[src/rtl/control_jugador.sv]
// Player sprite position sequencer: once per frame, at the start of vertical blanking,
// samples the buttons and publishes a clamped position. Optional macro: CONTROL_ACEL_EN.
module control_jugador #(
  parameter int H_ACT   = 640,
  parameter int V_ACT   = 480,
  parameter int X_MIN   = 100,
  parameter int X_MAX   = 540,
  parameter int ANCHO   = 100,
  parameter int ALTO    = 124,
`ifdef CONTROL_ACEL_EN
  parameter int VEL_MAX = 4,
`else
  parameter int PASO    = 2,
`endif
  parameter int X_INI   = 300,
  parameter int Y_INI   = 300
) (
  input  logic        clk,
  input  logic        rst_n,
  input  logic [9:0]  pixelX,
  input  logic [9:0]  pixelY,
  input  logic        habilitar,
  input  logic        btn_izq,
  input  logic        btn_der,
  input  logic        btn_arr,
  input  logic        btn_abj,
  output logic [19:0] posicionJugador,
  output logic        actualizado,
  output logic [1:0]  estado
);

  typedef enum logic [1:0] {
    ESPERA    = 2'd0,
    MUESTREO  = 2'd1,
    CALCULO   = 2'd2,
    ESCRITURA = 2'd3
  } estado_e;

  localparam int X_DER = ((X_MAX < H_ACT) ? X_MAX : H_ACT) - ANCHO;
  localparam logic signed [10:0] X_LO = 11'(X_MIN);
  localparam logic signed [10:0] X_HI = 11'(X_DER);
  localparam logic signed [10:0] Y_LO = 11'sd0;
  localparam logic signed [10:0] Y_HI = 11'(V_ACT - ALTO);

  // Button vectors are ordered {abj, arr, der, izq}.
  logic [3:0] sync1_q, sync2_q, btn_q;
  logic       fin_q, fin_prev_q;
  logic       disparo;
  estado_e    state_q, state_d;
  logic [9:0] pos_x_q, pos_y_q, pos_x_d, pos_y_d;
  logic       actualizado_q;

  logic signed [10:0] step_x, step_y, tgt_x, tgt_y;

  function automatic logic [9:0] recortar(input logic signed [10:0] t,
                                          input logic signed [10:0] lo,
                                          input logic signed [10:0] hi);
    if (t <= lo)      return lo[9:0];
    else if (t >= hi) return hi[9:0];
    else              return t[9:0];
  endfunction

  // NOTE: every flop is written with <= so all registers sample the same pre-edge values.
  always_ff @(posedge clk or negedge rst_n) begin
    if (!rst_n) begin
      sync1_q    <= '0;
      sync2_q    <= '0;
      fin_q      <= 1'b0;
      fin_prev_q <= 1'b0;
      state_q    <= ESPERA;
    end else begin
      sync1_q    <= {btn_abj, btn_arr, btn_der, btn_izq};
      sync2_q    <= sync1_q;
      fin_q      <= (pixelY == 10'(V_ACT)) && (pixelX == 10'd0);
      fin_prev_q <= fin_q;
      state_q    <= state_d;
    end
  end

  // One trigger per frame no matter how many clocks the first blanking pixel lasts.
  assign disparo = fin_q && !fin_prev_q;

  // NOTE: defaults first so every path assigns state_d and no latch is inferred.
  always_comb begin
    state_d = state_q;
    unique case (state_q)
      ESPERA:    if (disparo && habilitar) state_d = MUESTREO;
      MUESTREO:  state_d = CALCULO;
      CALCULO:   state_d = ESCRITURA;
      ESCRITURA: state_d = ESPERA;
      default:   state_d = ESPERA;
    endcase
  end

`ifdef CONTROL_ACEL_EN
  localparam int VW = $clog2(VEL_MAX + 1) + 1;
  localparam logic signed [10:0] VMAX = 11'(VEL_MAX);

  logic signed [VW-1:0] vel_x_q, vel_y_q, vel_x_d, vel_y_d;
  logic signed [10:0]   vel_x_ext, vel_y_ext;

  assign vel_x_ext = {{(11-VW){vel_x_q[VW-1]}}, vel_x_q};
  assign vel_y_ext = {{(11-VW){vel_y_q[VW-1]}}, vel_y_q};

  // Ramps up while one direction is held, restarts at 1 on reversal, stops otherwise.
  function automatic logic signed [10:0] vel_nueva(input logic neg,
                                                   input logic pos,
                                                   input logic signed [10:0] v);
    if (pos && !neg) begin
      if (v < 0)          return 11'sd1;
      else if (v >= VMAX) return VMAX;
      else                return v + 11'sd1;
    end else if (neg && !pos) begin
      if (v > 0)           return -11'sd1;
      else if (v <= -VMAX) return -VMAX;
      else                 return v - 11'sd1;
    end
    return 11'sd0;
  endfunction

  always_comb begin
    step_x  = vel_nueva(btn_q[0], btn_q[1], vel_x_ext);
    step_y  = vel_nueva(btn_q[2], btn_q[3], vel_y_ext);
    tgt_x   = $signed({1'b0, pos_x_q}) + step_x;
    tgt_y   = $signed({1'b0, pos_y_q}) + step_y;
    pos_x_d = recortar(tgt_x, X_LO, X_HI);
    pos_y_d = recortar(tgt_y, Y_LO, Y_HI);
    // Reaching a road or screen edge kills the momentum on that axis.
    vel_x_d = ((tgt_x <= X_LO) || (tgt_x >= X_HI)) ? '0 : step_x[VW-1:0];
    vel_y_d = ((tgt_y <= Y_LO) || (tgt_y >= Y_HI)) ? '0 : step_y[VW-1:0];
  end

  always_ff @(posedge clk or negedge rst_n) begin
    if (!rst_n) begin
      vel_x_q <= '0;
      vel_y_q <= '0;
    end else if (state_q == CALCULO) begin
      vel_x_q <= vel_x_d;
      vel_y_q <= vel_y_d;
    end else if (state_q == ESPERA && !habilitar) begin
      vel_x_q <= '0;
      vel_y_q <= '0;
    end
  end
`else
  localparam logic signed [10:0] PASO_S = 11'(PASO);

  function automatic logic signed [10:0] paso_fijo(input logic neg, input logic pos);
    if (pos && !neg)      return PASO_S;
    else if (neg && !pos) return -PASO_S;
    else                  return 11'sd0;
  endfunction

  always_comb begin
    step_x  = paso_fijo(btn_q[0], btn_q[1]);
    step_y  = paso_fijo(btn_q[2], btn_q[3]);
    tgt_x   = $signed({1'b0, pos_x_q}) + step_x;
    tgt_y   = $signed({1'b0, pos_y_q}) + step_y;
    pos_x_d = recortar(tgt_x, X_LO, X_HI);
    pos_y_d = recortar(tgt_y, Y_LO, Y_HI);
  end
`endif

  // Position loads on the edge into ESCRITURA, so it and the pulse are visible in that state.
  always_ff @(posedge clk or negedge rst_n) begin
    if (!rst_n) begin
      btn_q         <= '0;
      pos_x_q       <= 10'(X_INI);
      pos_y_q       <= 10'(Y_INI);
      actualizado_q <= 1'b0;
    end else begin
      if (state_q == MUESTREO) btn_q <= sync2_q;
      if (state_q == CALCULO) begin
        pos_x_q <= pos_x_d;
        pos_y_q <= pos_y_d;
      end
      actualizado_q <= (state_q == CALCULO);
    end
  end

  assign posicionJugador = {pos_y_q, pos_x_q};
  assign actualizado     = actualizado_q;
  assign estado          = state_q;

endmodule

[config.mk]
export PLATFORM = sky130hd
export DESIGN_NAME = control_jugador
export DESIGN_NICKNAME = d
export VERILOG_FILES = /design/src/rtl/control_jugador.sv
export SDC_FILE = /design/constraint.sdc
export NUM_CORES = 1
export LEC_CHECK = 0
export BUFFER_PORTS_ARGS = -buffer_cell sky130_fd_sc_hd__buf_2
export CORE_MARGIN = 2
export CORE_UTILIZATION = 51
export CTS_CLUSTER_DIAMETER = 120
export CTS_CLUSTER_SIZE = 16
export DETAILED_ROUTE_END_ITERATION = 6
export PLACE_DENSITY = 0.81
export SYNTH_ARGS = -nofsm -noshare
export SYNTH_HDL_FRONTEND = slang
export SYNTH_SLANG_ARGS = --single-unit
[constraint.sdc]
create_clock -name clk -period 2.9 [get_ports clk]
set_input_delay 0.435 -clock clk [delete_from_list [all_inputs] [get_ports clk]]
set_output_delay 0.435 -clock clk [all_outputs]
set_load 0.01 [all_outputs]
==> impl_metrics.prom <==
# TYPE chip_impl_metric gauge
chip_impl_metric{name="hold_slack",unit="ns"} 0.202
chip_impl_metric{name="number_of_enable_flip_flop_cells_after_synthesis",unit=""} 0
chip_impl_metric{name="power.share.sequential",unit=""} 0.218
chip_impl_metric{name="p_sw_frac",unit=""} 0.484
chip_impl_metric{name="internal_power_consumption",unit="W"} 0.00224
chip_impl_metric{name="ir_worst_vdd",unit="mV"} 0.574
chip_impl_info{name="tritoncts",value="yes"} 1
chip_impl_metric{name="setup_viol",unit=""} 0
chip_impl_metric{name="floorplan.initialDensity",unit=""} 0.523
chip_impl_metric{name="max_cap_violations",unit=""} 0
chip_impl_metric{name="timing.setup.tns",unit="ns"} 0
chip_impl_metric{name="critPathMaxFanout",unit=""} 6
chip_impl_metric{name="avgSynthCellArea",unit="um^2"} 9.15
chip_impl_metric{name="detail_route.wl_per_cell",unit="um"} 14.8
chip_impl_info{name="synth-main-ff-cell",value="sky130_fd_sc_hd__dfrtp_1"} 1
chip_impl_metric{name="headroom_to_the_max_slew_limit",unit=""} 0.510
chip_impl_metric{name="antenna_violating_nets_post_route",unit=""} 0
chip_impl_metric{name="placeableCoreArea",unit="um^2"} 5070
chip_impl_metric{name="num-nets-final",unit=""} 378
chip_impl_metric{name="routed_wirelength",unit="um"} 6050
chip_impl_metric{name="power_density",unit="nW/um^2"} 1390
chip_impl_metric{name="power.clock.fraction",unit=""} 0.086
chip_impl_metric{name="design.die.area",unit="um^2"} 5800
chip_impl_metric{name="synth-warning-count",unit=""} 0
chip_impl_metric{name="finish.cell_count_without_fillers",unit=""} 408
chip_impl_metric{name="syn2layout_area_growth",unit="%"} 17.2
chip_impl_metric{name="total_i_o_pin_count",unit=""} 50
chip_impl_metric{name="port-buffer-count",unit=""} 47
chip_impl_metric{name="power.leakage",unit="nW"} 1.41
chip_impl_metric{name="drv_slew",unit=""} 0
chip_impl_metric{name="cts_sinks",unit=""} 35
chip_impl_info{name="crit_path_end_kind",value="register"} 1
chip_impl_metric{name="drt_iter0_markers",unit=""} 174
chip_impl_metric{name="netSwitchingPower",unit="W"} 0.00210
chip_impl_metric{name="finalWorstPathRequiredPeriod",unit="ns"} 2.81
chip_impl_info{name="kind_of_critical_path",value="register to register"} 1
chip_impl_metric{name="clock.fmax",unit="MHz"} 356
chip_impl_metric{name="ys_seq_area_frac",unit=""} 0.334
chip_impl_metric{name="clk_pin_slew",unit="ns"} 0.08
chip_impl_info{name="critical_path.startpoint_type",value="register"} 1
chip_impl_metric{name="first_pass_grt_wire_length",unit="um"} 9830
chip_impl_metric{name="clk_latency",unit="ns"} 0.29
chip_impl_metric{name="first_global_vias",unit=""} 2177
chip_impl_metric{name="final.setup_skew",unit="ns"} 0.00882
chip_impl_info{name="run_status",value="finished, final reports clean"} 1
chip_impl_metric{name="rows",unit=""} 26
chip_impl_metric{name="worst_slew_pin_slew",unit="ns"} 0.734
chip_impl_metric{name="post-route-period-util",unit=""} 0.970
chip_impl_metric{name="grt_start_max_net_pins",unit=""} 36
chip_impl_metric{name="post-place-ws",unit="ns"} 0.0492
chip_impl_metric{name="final_critical_path_setup_slack",unit="ns"} 0.0878
chip_impl_metric{name="max-clock-path-buffers",unit=""} 2
chip_impl_metric{name="insertedDiodeCount",unit=""} 0
chip_impl_metric{name="place.gp.congestion",unit=""} 0.904
chip_impl_metric{name="finish.utilization",unit=""} 0.613
chip_impl_metric{name="synth-seq-cells",unit=""} 35
chip_impl_metric{name="layout-drive-gt1-share",unit=""} 0.275
chip_impl_metric{name="die_width",unit="um"} 76.1
chip_impl_metric{name="mapped_area",unit="um^2"} 2650
chip_impl_metric{name="gr-usage-all-layers",unit=""} 0.204
chip_impl_metric{name="power.share.combinational",unit=""} 0.696
chip_impl_metric{name="route.detailed.drc",unit=""} 0
chip_impl_metric{name="numPlacedInstances",unit=""} 396
chip_impl_metric{name="yosys.cell_types.count",unit=""} 64
chip_impl_metric{name="number_of_antenna_violations_at_the_first_check_in_global_routing",unit=""} 0
chip_impl_info{name="hold_class",value="primary input to asynchronous set/reset pin"} 1
chip_impl_metric{name="route.vias.total",unit=""} 2433
chip_impl_metric{name="hold_violations",unit=""} 0
chip_impl_metric{name="worst-r2r-cell-count",unit=""} 11
chip_impl_metric{name="cts_hold_repair.buffers",unit=""} 0
chip_impl_metric{name="worstPathArrival",unit="ns"} 3.04
chip_impl_metric{name="post_synth_inst_count",unit=""} 290
chip_impl_metric{name="worstPathRequired",unit="ns"} 3.12
chip_impl_metric{name="async_flop_share",unit=""} 1.00
chip_impl_metric{name="dieHeight",unit="um"} 76.1
chip_impl_metric{name="detailed_place_hpwl",unit="um"} 4270
chip_impl_info{name="clock-root-buffer",value="sky130_fd_sc_hd__clkbuf_8"} 1
chip_impl_metric{name="tritoncts.num_buffers",unit=""} 5
chip_impl_metric{name="detail_route.first_pass.iterations",unit=""} 4
chip_impl_metric{name="htree_num_levels",unit=""} 2
chip_impl_metric{name="routed_via_density",unit=""} 5.96
chip_impl_metric{name="globalRoute.totalOverflow",unit=""} 0
[power by group through the flow]
stage	logic [W]	clock network [W]	registers, W
4_1_cts	0.00276	0.000384	0.000935
5_1_grt	0.00334	0.000404	0.000974
2_1_floorplan	0.00223	0	0.000850
3_3_place_gp	0.00267	0	0.000937
3_5_place_dp	0.00274	0	0.000944
6_report	0.00302	0.000372	0.000947
[flip-flops by register name (all words and copies together) (netlist names)]
signal	count
pos_x_q	9
fin_q	1
fin_prev_q	1
pos_y_q	9
actualizado	1
estado	2
btn_q	4
sync2_q	4
sync1_q	4
[placed cells by master (no fill, tap or decap), types with 6 or more instances in the layout]
cell type	n
sky130_fd_sc_hd__a21o_1	8
sky130_fd_sc_hd__a21oi_1	15
sky130_fd_sc_hd__buf_2	47
sky130_fd_sc_hd__buf_4	12
sky130_fd_sc_hd__clkbuf_8	6
sky130_fd_sc_hd__dfrtp_1	27
sky130_fd_sc_hd__dfstp_2	8
sky130_fd_sc_hd__ha_1	12
sky130_fd_sc_hd__inv_1	20
sky130_fd_sc_hd__nand2_1	15
sky130_fd_sc_hd__nand3_1	9
sky130_fd_sc_hd__nor2_1	12
sky130_fd_sc_hd__nor3_1	8
sky130_fd_sc_hd__o211ai_1	8
sky130_fd_sc_hd__o21ai_0	19
sky130_fd_sc_hd__xnor2_1	13
[kinds of logic (layout without fill, tap and decap cells)]
| family | count (synthesis) | in the layout | synth area share |
|---|---|---|---|
| buffers and inverters | 41 | 87 | 0.0750 |
| adders and majority gates | 14 | 14 | 0.0660 |
| DFF | 35 | 35 | 0.334 |
| other | 1 | 2 | 0.00141 |
| AOI/OAI and AO/OA | 98 | 98 | 0.266 |
| xor gates and xnor gates | 19 | 20 | 0.0679 |
| muxes | 3 | 3 | 0.0127 |
| and+or+nand+nor | 79 | 79 | 0.177 |
[final cells by class]
class / instances / area [um^2]
fillers: 452 / 1960
multi-input cells: 216 / 1640
flip-flops and latches: 35 / 886
repair buffers: 59 / 325
well taps: 70 / 87.6
clock buffers: 6 / 82.6
inverters: 20 / 75.1
clock inverters: 2 / 16.3
[layer usage]
metal,global-route usage,share of wire,up-vias
met4,0.0636,0.013,0
met1,0.266,0.46,1177
met5,0,0,-
met3,0.0379,0.042,9
met2,0.344,0.48,73
li1,-,-,1174
[repair_timing]
| item | 4_1_cts | 5_1_grt |
|---|---|---|
| buffers inserted | 0 | 3 |
| gates resized for setup | 0 | 11 |
| setup endpoints to repair | 0 | 14 |
[cells in the mapped netlist, types with 3 or more instances]
cell type / n / area (um^2)
sky130_fd_sc_hd__nor4b_1: 3 / 26.3
sky130_fd_sc_hd__buf_4: 5 / 37.5
sky130_fd_sc_hd__buf_2: 9 / 45.0
sky130_fd_sc_hd__o21a_1: 3 / 22.5
sky130_fd_sc_hd__nand2_1: 15 / 56.3
sky130_fd_sc_hd__o211ai_1: 8 / 60.1
sky130_fd_sc_hd__a21o_1: 8 / 60.1
sky130_fd_sc_hd__a22o_1: 3 / 26.3
sky130_fd_sc_hd__inv_1: 20 / 75.1
sky130_fd_sc_hd__xnor2_1: 14 / 123
sky130_fd_sc_hd__and3_1: 4 / 25.0
sky130_fd_sc_hd__nor4_1: 4 / 25.0
sky130_fd_sc_hd__dfrtp_1: 27 / 676
sky130_fd_sc_hd__nor3b_1: 5 / 37.5
sky130_fd_sc_hd__dfstp_2: 8 / 210
sky130_fd_sc_hd__a32o_1: 4 / 40.0
sky130_fd_sc_hd__xor2_1: 4 / 35.0
sky130_fd_sc_hd__a21oi_1: 15 / 75.1
sky130_fd_sc_hd__mux2_2: 3 / 33.8
sky130_fd_sc_hd__and3b_1: 3 / 26.3
sky130_fd_sc_hd__ha_1: 14 / 175
sky130_fd_sc_hd__o31a_1: 3 / 26.3
sky130_fd_sc_hd__nand3_1: 9 / 45.0
sky130_fd_sc_hd__nor2_1: 12 / 45.0
sky130_fd_sc_hd__a211oi_1: 3 / 22.5
sky130_fd_sc_hd__a211o_1: 4 / 35.0
sky130_fd_sc_hd__a31oi_1: 3 / 18.8
sky130_fd_sc_hd__o21ai_0: 21 / 105
sky130_fd_sc_hd__nor3_1: 8 / 40.0
sky130_fd_sc_hd__a22oi_1: 4 / 30.0
sky130_fd_sc_hd__clkbuf_1: 5 / 18.8
[final timing paths]
check | startpoint | to | slack (ns)
max in group asynchronous | rst_n | pos_x_q[4]$_DFFE_PN0P_ | 2.22
max reg2reg | btn_q[2]$_DFFE_PN0N_ | pos_y_q[3]$_DFFE_PN1P_ | 0.09
max | btn_q[2]$_DFFE_PN0N_ | pos_y_q[3]$_DFFE_PN1P_ | 0.09
min reg2reg | sync1_q[0]$_DFF_PN0_ | sync2_q[0]$_DFF_PN0_ | 0.35
min | rst_n | pos_y_q[9]$_DFFE_PN0P_ | 0.20
min in group clk | btn_abj | sync1_q[3]$_DFF_PN0_ | 0.25
[metrics by stage]
| stage | area [um^2] | power, W |
|---|---|---|
| floorplan | 2670 | 0.00308 |
| global placement | 2930 | 0.00361 |
| detailed placement | 2930 | 0.00368 |
| CTS | 3030 | 0.00407 |
| global route | 3110 | 0.00472 |
| finish | 3110 | 0.00434 |
[critical path: stages, from the launching register on]
cell                        delay, ns
sky130_fd_sc_hd__dfrtp_1         0.40
sky130_fd_sc_hd__ha_1            0.29
sky130_fd_sc_hd__inv_1           0.05
sky130_fd_sc_hd__ha_2            0.19
sky130_fd_sc_hd__ha_1            0.23
sky130_fd_sc_hd__and3b_1         0.18
sky130_fd_sc_hd__o21ai_0         0.25
sky130_fd_sc_hd__a21o_1          0.26
sky130_fd_sc_hd__a211o_1         0.17
sky130_fd_sc_hd__o2111ai_2       0.15
sky130_fd_sc_hd__a211oi_4        0.35
sky130_fd_sc_hd__a32o_1          0.22
Power figures use the tool's default switching activity.
